`config.mk`:
```
export PLATFORM = sky130hd
export DESIGN_NAME = serial_digit_adder_flat
export DESIGN_NICKNAME = d
export VERILOG_FILES = /design/src/rtl/serial_digit_adder_if.sv /design/src/rtl/serial_digit_adder.sv /design/src/flat_wrapper.sv
export SDC_FILE = /design/constraint.sdc
export NUM_CORES = 1
export LEC_CHECK = 0
export ABC_AREA = 1
export CORE_MARGIN = 2
export CORE_UTILIZATION = 45
export DETAILED_ROUTE_END_ITERATION = 7
export GPL_TIMING_DRIVEN = 1
export PLACE_DENSITY = 0.82
export SETUP_SLACK_MARGIN = 0.02
export SLEW_MARGIN = 20
export SYNTH_ARGS = -nofsm -noshare
export SYNTH_HDL_FRONTEND = slang
export SYNTH_SLANG_ARGS = --single-unit
```
`constraint.sdc`:
```
create_clock -name clk -period 1.79 [get_ports clk]
set_clock_uncertainty 0.1 [all_clocks]
set_input_delay 0.4475 -clock clk [delete_from_list [all_inputs] [get_ports clk]]
set_output_delay 0.4475 -clock clk [all_outputs]
set_load 0.01 [all_outputs]
```
`src/rtl/serial_digit_adder_if.sv`:
```
`default_nettype none
// ============================================================================
//  Module      : serial_digit_adder_if
//  Description : Start/done handshake and operand/result bundle for the
//                digit-serial adder/subtractor.
//  Revision    : 1.0  initial release
// ============================================================================
interface serial_digit_adder_if #(
  parameter int WIDTH = 8
);
  logic             start;
  logic             sub;
  logic             Cin;
  logic [WIDTH-1:0] X;
  logic [WIDTH-1:0] Y;
  logic             busy;
  logic             done;
  logic [WIDTH-1:0] S;
  logic             Cout;
  logic             Ovf;

  // Controller side: issues operations and consumes results
  modport master (
    output start, sub, Cin, X, Y,
    input  busy, done, S, Cout, Ovf
  );

  // Adder side
  modport slave (
    input  start, sub, Cin, X, Y,
    output busy, done, S, Cout, Ovf
  );
endinterface
`default_nettype wire

```
`src/rtl/serial_digit_adder.sv`:
```
`default_nettype none
// ============================================================================
//  Module      : serial_digit_adder
//  Description : Multi-cycle WIDTH-bit adder/subtractor, DIGIT bits per clock,
//                carry held in a register between digits.
//  Revision    : 1.0  initial release
// ============================================================================
module serial_digit_adder #(
  parameter int WIDTH = 8,
  parameter int DIGIT = 2
) (
  input  wire                   clk,
  input  wire                   rst_n,
  serial_digit_adder_if.slave   bus
);

  localparam int c_n  = WIDTH / DIGIT;
  localparam int c_kw = (c_n > 1) ? $clog2(c_n) : 1;

  localparam logic [1:0] c_st_idle = 2'd0;
  localparam logic [1:0] c_st_run  = 2'd1;
  localparam logic [1:0] c_st_done = 2'd2;

  logic [1:0]       r_state;
  logic [1:0]       w_state_nxt;

  // Operands shift right each RUN cycle so the active digit is always at bit 0
  logic [WIDTH-1:0] r_a;
  logic [WIDTH-1:0] r_b;
  logic             r_carry;
  logic [c_kw-1:0]  r_k;
  logic [WIDTH-1:0] r_s;
  logic             r_cout;
  logic             r_ovf;

  logic             w_accept;
  logic             w_last;
  logic [DIGIT:0]   w_c;
  logic [DIGIT-1:0] w_sum;

  assign w_accept = bus.start && (r_state != c_st_run);
  assign w_last   = (r_k == c_kw'(c_n - 1));

  assign w_c[0] = r_carry;

  for (genvar i = 0; i < DIGIT; i++) begin : g_ripple
    assign w_sum[i]   = r_a[i] ^ r_b[i] ^ w_c[i];
    assign w_c[i+1]   = (r_a[i] & r_b[i]) | (w_c[i] & (r_a[i] ^ r_b[i]));
  end

  // State register
  always_ff @(posedge clk or negedge rst_n) begin
    if (!rst_n) begin
      r_state <= c_st_idle;
    end else begin
      r_state <= w_state_nxt;
    end
  end

  // Next-state logic
  always_comb begin
    w_state_nxt = r_state;
    case (r_state)
      c_st_idle: if (bus.start) w_state_nxt = c_st_run;
      c_st_run:  if (w_last)    w_state_nxt = c_st_done;
      c_st_done: w_state_nxt = bus.start ? c_st_run : c_st_idle;
      default:   w_state_nxt = c_st_idle;
    endcase
  end

  // Output decode
  always_comb begin
    bus.busy = 1'b0;
    bus.done = 1'b0;
    case (r_state)
      c_st_run:  bus.busy = 1'b1;
      c_st_done: bus.done = 1'b1;
      default: begin
        bus.busy = 1'b0;
        bus.done = 1'b0;
      end
    endcase
  end

  // Datapath: operand capture, digit add, result write-back
  always_ff @(posedge clk or negedge rst_n) begin
    if (!rst_n) begin
      r_a     <= '0;
      r_b     <= '0;
      r_carry <= 1'b0;
      r_k     <= '0;
      r_s     <= '0;
      r_cout  <= 1'b0;
      r_ovf   <= 1'b0;
    end else if (w_accept) begin
      r_a     <= bus.X;
      r_b     <= bus.sub ? ~bus.Y : bus.Y;
      r_carry <= bus.sub ? 1'b1 : bus.Cin;
      r_k     <= '0;
    end else if (r_state == c_st_run) begin
      r_a     <= r_a >> DIGIT;
      r_b     <= r_b >> DIGIT;
      r_carry <= w_c[DIGIT];
      for (int d = 0; d < c_n; d++) begin
        if (r_k == c_kw'(d)) begin
          r_s[d*DIGIT +: DIGIT] <= w_sum;
        end
      end
      if (w_last) begin
        r_cout <= w_c[DIGIT];
        // Carry into the MSB is the carry into the top bit of the last digit
        r_ovf  <= w_c[DIGIT-1] ^ w_c[DIGIT];
      end else begin
        r_k    <= r_k + c_kw'(1);
      end
    end
  end

  assign bus.S    = r_s;
  assign bus.Cout = r_cout;
  assign bus.Ovf  = r_ovf;

endmodule
`default_nettype wire

```
`src/flat_wrapper.sv`:
```
// flat-port wrapper written by rule: the top's interface ports become plain ports
module serial_digit_adder_flat 
#(
  parameter int WIDTH = 8,
  parameter int DIGIT = 2
)
  (clk, rst_n, bus_start, bus_sub, bus_Cin, bus_X, bus_Y, bus_busy, bus_done, bus_S, bus_Cout, bus_Ovf);
  serial_digit_adder_if #(.WIDTH(WIDTH)) bus_i ();
  input  wire clk;
  input  wire rst_n;
  input wire logic [$bits(bus_i.start)-1:0] bus_start;
  input wire logic [$bits(bus_i.sub)-1:0] bus_sub;
  input wire logic [$bits(bus_i.Cin)-1:0] bus_Cin;
  input wire logic [$bits(bus_i.X)-1:0] bus_X;
  input wire logic [$bits(bus_i.Y)-1:0] bus_Y;
  output wire logic [$bits(bus_i.busy)-1:0] bus_busy;
  output wire logic [$bits(bus_i.done)-1:0] bus_done;
  output wire logic [$bits(bus_i.S)-1:0] bus_S;
  output wire logic [$bits(bus_i.Cout)-1:0] bus_Cout;
  output wire logic [$bits(bus_i.Ovf)-1:0] bus_Ovf;
  assign bus_i.start = bus_start;
  assign bus_i.sub = bus_sub;
  assign bus_i.Cin = bus_Cin;
  assign bus_i.X = bus_X;
  assign bus_i.Y = bus_Y;
  assign bus_busy = bus_i.busy;
  assign bus_done = bus_i.done;
  assign bus_S = bus_i.S;
  assign bus_Cout = bus_i.Cout;
  assign bus_Ovf = bus_i.Ovf;
  serial_digit_adder #(.WIDTH(WIDTH), .DIGIT(DIGIT)) u_core (.clk(clk), .rst_n(rst_n), .bus(bus_i));
endmodule
```
==> results_dict.tcl, run 1 <==
set metrics [dict create \
    p_per_area_mw_per_mm2 1490 \
    cts_hold_buf 0 \
    startpoint_type "flop" \
    final_antenna_net_count 0 \
    cpPeakStageDelay_ns 0.57 \
    drc 0 \
    rrSetupSlack_ns 0.06 \
    track_usage_pct 17.7 \
    nets 259 \
    r2r_end "u_core.bus.S[1]" \
    yosysSeqAreaShare_pct 50.7 \
    dp_cells 270 \
    cts.sinks 31 \
    maxCapViolCount 0 \
    ctsLongestPathBuffers 2 \
    ctsHtreeMaxLevel 2 \
    worst_path_most_repeated_cell "fa_2" \
    worst_pin_slew_ns 0.383 \
    cts_tree "done" \
    viasPerCell 4.81 \
    synth_area_per_cell_um2 8.15 \
    final_cells 279 \
    crit_chain "inv_1, fa_2, fa_2, o21ai_0" \
    grt-ovfl-total 0 \
    dieArea_mm2 0.00389 \
    arrival_ns 1.86 \
    min_period_ns 1.73 \
    setup_viol 0 \
    syn_inst 188 \
    startpoint "u_core.r_carry" \
    critical_path.max_fanout 4 \
    clk_latency_ns 0.33 \
    status "complete, no violations" \
    grt_max_degree 32 \
    syn_nets 215 \
    cts.clk_slew.worst_paths_ns 0.09 \
    fp.dieH_um 62.3 \
    cp.required_ns 1.91 \
    antenna_found_initial 0 \
    start_util_pct 46.3 \
    drive_gt1_share_pct 11.6 \
    hold_viol 0 \
    root_buffer "clkbuf_4" \
    worstSetupEndpointType "flop" \
    design.portCount 33 \
    final_cell_area_mm2 0.00201 \
    dp_hpwl_mm 2.26 \
    die-width_um 62.3 \
    finalPower_mw 3.00 \
    max_freq_mhz 577 \
    wl_per_cell_um 11.0 \
    relSlewSlack_pct 74.4 \
    port_buffers 32 \
    dpl_cell_area_mm2 0.00195 \
    grt_pass1_wl_mm 5.26 \
    synth_area_mm2 0.00153 \
    ir_worst_vdd_mv 0.662 \
    rsz0062_at_grt "false" \
    post-route-period-util_pct 96.9 \
    rr_startpoint "u_core.r_carry" \
    insertedDiodeCount 0 \
    synth-seq-cells 31 \
    wirelength_mm 3.08 \
    worstSetupPathType "flop to flop" \
    slew_viol_final 0 \
    power_leakage_nw 1.06 \
    vias 1343 \
    dr.pass1.iters 5 \
    cts_buffers 5 \
    synth.distinct_cells 18 \
    reg2reg_depth 4 \
    area_delta_synth_final_pct 31.4 \
    core.rowCount 21 \
    path_delay_family "adder cells" \
    min_from "u_core.r_a[7]" \
    synth_warnings 0 \
    core_area_mm2 0.00331 \
    drt_iter0_drc 59 \
    path_buf_inv 1 \
    crit_slowest_cell "fa_2" \
    min_path_type "flop to flop" \
    hold_depth 2 \
    hold_end "u_core.r_a[7]" \
    grt_pass1_vias 1249 \
    place_congestion 0.751 \
]
==> metal layers <==
layer | track usage [%] | wire (um) | up-vias
met5 | 0 | 0 | -
met4 | 7.78 | 48 | 0
met3 | 6.88 | 196 | 6
met2 | 30.6 | 1520 | 49
met1 | 19.3 | 1310 | 609
li1 | - | - | 679
==> where the power goes <==
group | total, mW | internal [mW] | switching (mW)
sequential | 1.17 | 1.00 | 0.172
clock | 0.463 | 0.231 | 0.232
combinational | 1.36 | 0.578 | 0.786
==> what timing repair did <==
item                                   4_1_cts  5_1_grt
endpoints found under the hold margin        0        0
setup endpoints to repair                   16        4
gates resized for setup                     14        3
buffers inserted                             0        1
==> layout by cell type (no fill, tap or decap), drive strengths merged <==
cell,n
a21oi,1
buf,10
clkbuf,9
clkdlybuf4s15,1
clkdlybuf4s50,20
dfrtp,31
dlygate4sd2,10
fa,2
ha,4
inv,21
nand2,74
nand3,33
nor2,3
o21ai,10
or2,1
xor2,3
==> worst max-delay path by stage <==
stage,to,cells past startpoint
2_1_floorplan,u_core.bus.Ovf,6
3_3_place_gp,u_core.bus.Ovf,6
3_5_place_dp,u_core.bus.Ovf,6
4_1_cts,bus_done,3
5_1_grt,u_core.bus.S[5],4
6_report,u_core.bus.S[1],4
==> sequential cells by signal (all words and copies together), names as in the netlist <==
signal and count:
u_core.r_carry 1, u_core.bus.S 8, u_core.r_b 8, u_core.bus.Ovf 1
u_core.r_k 2, u_core.r_state 2, u_core.r_a 8, u_core.bus.Cout 1
==> metrics by stage <==
| step | hold slack, ns | utilization, % | setup WS [ns] | TNS (ns) |
|---|---|---|---|---|
| after CTS | 0.381 | 60.6 | 0.0405 | 0 |
| after detailed placement | 0.358 | 58.8 | -0.0137 | -0.0137 |
| after floorplan | 0.0519 | - | 0.0583 | 0 |
| final | 0.379 | 60.8 | 0.0558 | 0 |
| after global routing | 0.407 | 60.8 | 0.00421 | 0 |
| after global placement | 0.355 | 58.8 | 0.0332 | 0 |
==> synth_stat cells <==
master    count  area share, %
a21oi_2       1           0.57
nor2_4        1           0.74
buf_2         2           0.65
inv_2         2           0.49
dfrtp_1      31             51
nand2_2       2           0.82
o21ai_1       3           0.98
nor2_1        2           0.49
or2_2         1           0.41
o21ai_0       7            2.3
clkbuf_1      1           0.24
fa_1          2            2.6
nand3_1      33             11
inv_1        19            4.7
ha_1          4            3.3
buf_4         2           0.98
xor2_1        3            1.7
nand2_1      72             18
==> worst min-delay path: cells and delay by family, from the launching register on <==
family,cells,cell delay (ns)
flops,1,0.35
simple gates,2,0.10
==> kinds of logic after synthesis <==
family | synth area share (%)
AO/OA/AOI/OAI | 3.84
XOR/XNOR | 1.72
buffers and inverters | 7.03
adder cells (fa/ha/maj) | 5.88
flip-flops | 50.7
AND/OR/NAND/NOR | 30.9
==> layout make-up <==
type                       instances  area [um2]
sequential                        31         776
inverter                          21        78.8
tap                               46        57.6
fill                             329        1300
timing repair buffer              42         378
multi-input combinational        131         653
clock buffer                       8        68.8
(Power assumes the default switching activity.)
==> run 2, diff against run 1 <==
Settings changed: ABC_AREA 1 to default.
==> run 2 against run 1 <==
Clock power is 2% higher. Critical path depth stayed put. Clock-buffer cell count did not move. Setup slack better by 0.023 ns. Global-route usage is 0.27 points higher. Register-to-register slack improved by 0.03 ns. Critical path type is now flop to output pin. Highest routed layer unchanged. First-iteration DRC count decreased by 56%. Design area fell by 1.2%. Final cell count down 18%.
==> results_dict.tcl, run 2 <==
set metrics [dict create \
    dpl_cell_area_mm2 0.00191 \
    max_freq_mhz 584 \
    synth.distinct_cells 24 \
    dp_hpwl_mm 2.20 \
    ctsLongestPathBuffers 2 \
    pwr-share-comb_pct 45.0 \
    insertedDiodeCount 0 \
    start_util_pct 46.2 \
    drt_iter0_drc 26 \
    grt_pass1_vias 1107 \
    tns_ns 0 \
    cts.clk_slew.worst_paths_ns 0.10 \
    synth_edf_count 0 \
    rr_startpoint "u_core.r_carry" \
    core.rowCount 21 \
    synth_area_leaders "dfrtp_1 (51%), mux2i_1 (9.2%), o21ai_0 (6.6%)" \
    nFillCells 298 \
    place_congestion 0.796 \
    grt_pass1_wl_mm 4.89 \
    vias 1104 \
    status "complete, no violations" \
    intPower_mw 1.88 \
    synth_warnings 0 \
    min_from "u_core.bus.S[3]" \
    hold_viol 0 \
    yosysSeqAreaShare_pct 51.2 \
    syn_inst 140 \
    rrSetupSlack_ns 0.09 \
    final_cell_area_mm2 0.00199 \
    synth_most_common_cell "dfrtp_1" \
    r2r_end "u_core.bus.S[1]" \
    finalPower_mw 2.99 \
    setup_viol 0 \
    rsz0062_at_grt "true" \
    viasPerCell 4.80 \
    synth_common_cells "dfrtp_1 (31), nand2_1 (22), o21ai_0 (20), mux2i_1 (14), inv_1 (9)" \
    design.portCount 33 \
    worstSetupPathType "flop to output pin" \
    worstSetupEndpointType "output pin" \
    relSlewSlack_pct 74.5 \
    synth_area_mm2 0.00152 \
    post-route-period-util_pct 95.6 \
    wl_per_cell_um 12.5 \
    critical_path.max_fanout 5 \
    grt-ovfl-total 0 \
    p_per_area_mw_per_mm2 1510 \
    min_path_type "flop to flop" \
    arrival_ns 1.16 \
    antenna_found_initial 0 \
    hold_end "u_core.bus.S[3]" \
    fp.dieH_um 62.1 \
    grt_max_degree 32 \
    drc 0 \
    setup_ws_ns 0.0787 \
    min_period_ns 1.71 \
    yosysTopAreaCell "dfrtp_1" \
    startpoint "u_core.r_state[1]" \
    final_cell_mix "dfrtp_1 (30), nand2_1 (22), o21ai_0 (20), clkdlybuf4s50_1 (20), mux2i_1 (14)" \
    power.net_switching_mw 1.11 \
    ir_worst_vdd_mv 0.843 \
    slew_viol_final 0 \
    core_area_mm2 0.00328 \
    worst_pin_slew_ns 0.383 \
    layout_commonest_cell "dfrtp_1" \
    yosys.area.top_type_share_pct 51.2 \
    root_buffer "clkbuf_4" \
    wirelength_mm 2.87 \
    dieArea_mm2 0.00385 \
    area_delta_synth_final_pct 31.1 \
    cts_tree "done" \
    swShare_pct 37.2 \
    reg2reg_depth 4 \
    synth-seq-cells 31 \
    maxCapViolCount 0 \
    seq_power_share_pct 39.3 \
    synth_area_per_cell_um2 10.8 \
    final_antenna_net_count 0 \
    ctsHtreeMaxLevel 2 \
    track_usage_pct 18.0 \
    dr.pass1.iters 4 \
    ys.flop_type "dfrtp_1" \
    power_leakage_nw 0.957 \
    port_buffers 32 \
    syn_nets 167 \
    drive_gt1_share_pct 14.1 \
    final_cells 230 \
    startpoint_type "flop" \
    nets 210 \
    pre_cts_ws_ns -0.0328 \
    cts.sinks 31 \
    dp_cells 220 \
    clockPowerShare_pct 15.7 \
    die-width_um 62.1 \
    cp.required_ns 1.24 \
    hold_depth 2 \
    clk_latency_ns 0.33 \
    async_reset_ff_share_pct 100 \
    post-route-util_pct 60.5 \
    cts_buffers 5 \
    whs_ns 0.385 \
]
==> run 2: changes by cell type after synthesis, moves of 10 or more <==
cell	delta
mux2i_1	+14
o21ai_0	+13
inv_1	-10
nand3_1	-33
nand2_1	-50
==> run 2: cell families (layout without fill, tap and decap cells) <==
| logic type | count (synthesis) | after routing | share of synthesized area (%) |
|---|---|---|---|
| xor gates and xnor gates | 9 | 9 | 5.20 |
| and+or+nand+nor | 32 | 32 | 10.1 |
| DFF | 31 | 31 | 51.2 |
| buffers and inverters | 16 | 60 | 6.52 |
| adders and majority gates | 6 | 6 | 5.94 |
| muxes | 15 | 15 | 10.2 |
| AOI/OAI and AO/OA | 31 | 31 | 10.9 |
==> run 2: timing repair <==
action,4_1_cts,5_1_grt
resized for setup,18,1
hold buffers,0,0
endpoints found under the setup margin,14,2
setup buffers,2,0
==> run 2: how the worst max path moves through the flow <==
stage	to
4_1_cts	bus_busy
3_5_place_dp	u_core.bus.Ovf
3_3_place_gp	u_core.bus.Ovf
5_1_grt	u_core.bus.Ovf
6_report	bus_busy
2_1_floorplan	u_core.bus.Ovf
==> run 2: routing by layer <==
layer	share of wire (%)	up-vias	global-route usage, %
li1	-	553	-
met1	43	510	20.9
met2	50	35	30.5
met3	5.5	6	6.21
met4	1.6	0	6.69
met5	0	-	0
==> run 2: power groups by stage <==
stage               clock (mW)  combinational [mW]  sequential (mW)
floorplan                    0               0.864             1.20
finish                   0.470                1.35             1.18
global placement             0                1.31             1.19
global route             0.506                1.54             1.22
detailed placement           0                1.37             1.22
CTS                      0.476                1.36             1.18
==> run 2: layout make-up <==
class / instances / area (um2) / area share [%]
inverter: 10 / 42.5 / 2.14
tap: 46 / 57.6 / 2.89
sequential: 31 / 777 / 39.1
clock buffer: 8 / 68.8 / 3.46
multi-input combinational: 93 / 647 / 32.5
timing repair buffer: 42 / 395 / 19.9
==> run 2: critical path: stages, from the launching register on <==
cell and delay [ns]:
dfrtp_1 0.39, buf_4 0.15, nand2b_4 0.16, inv_6 0.05, buf_6 0.09
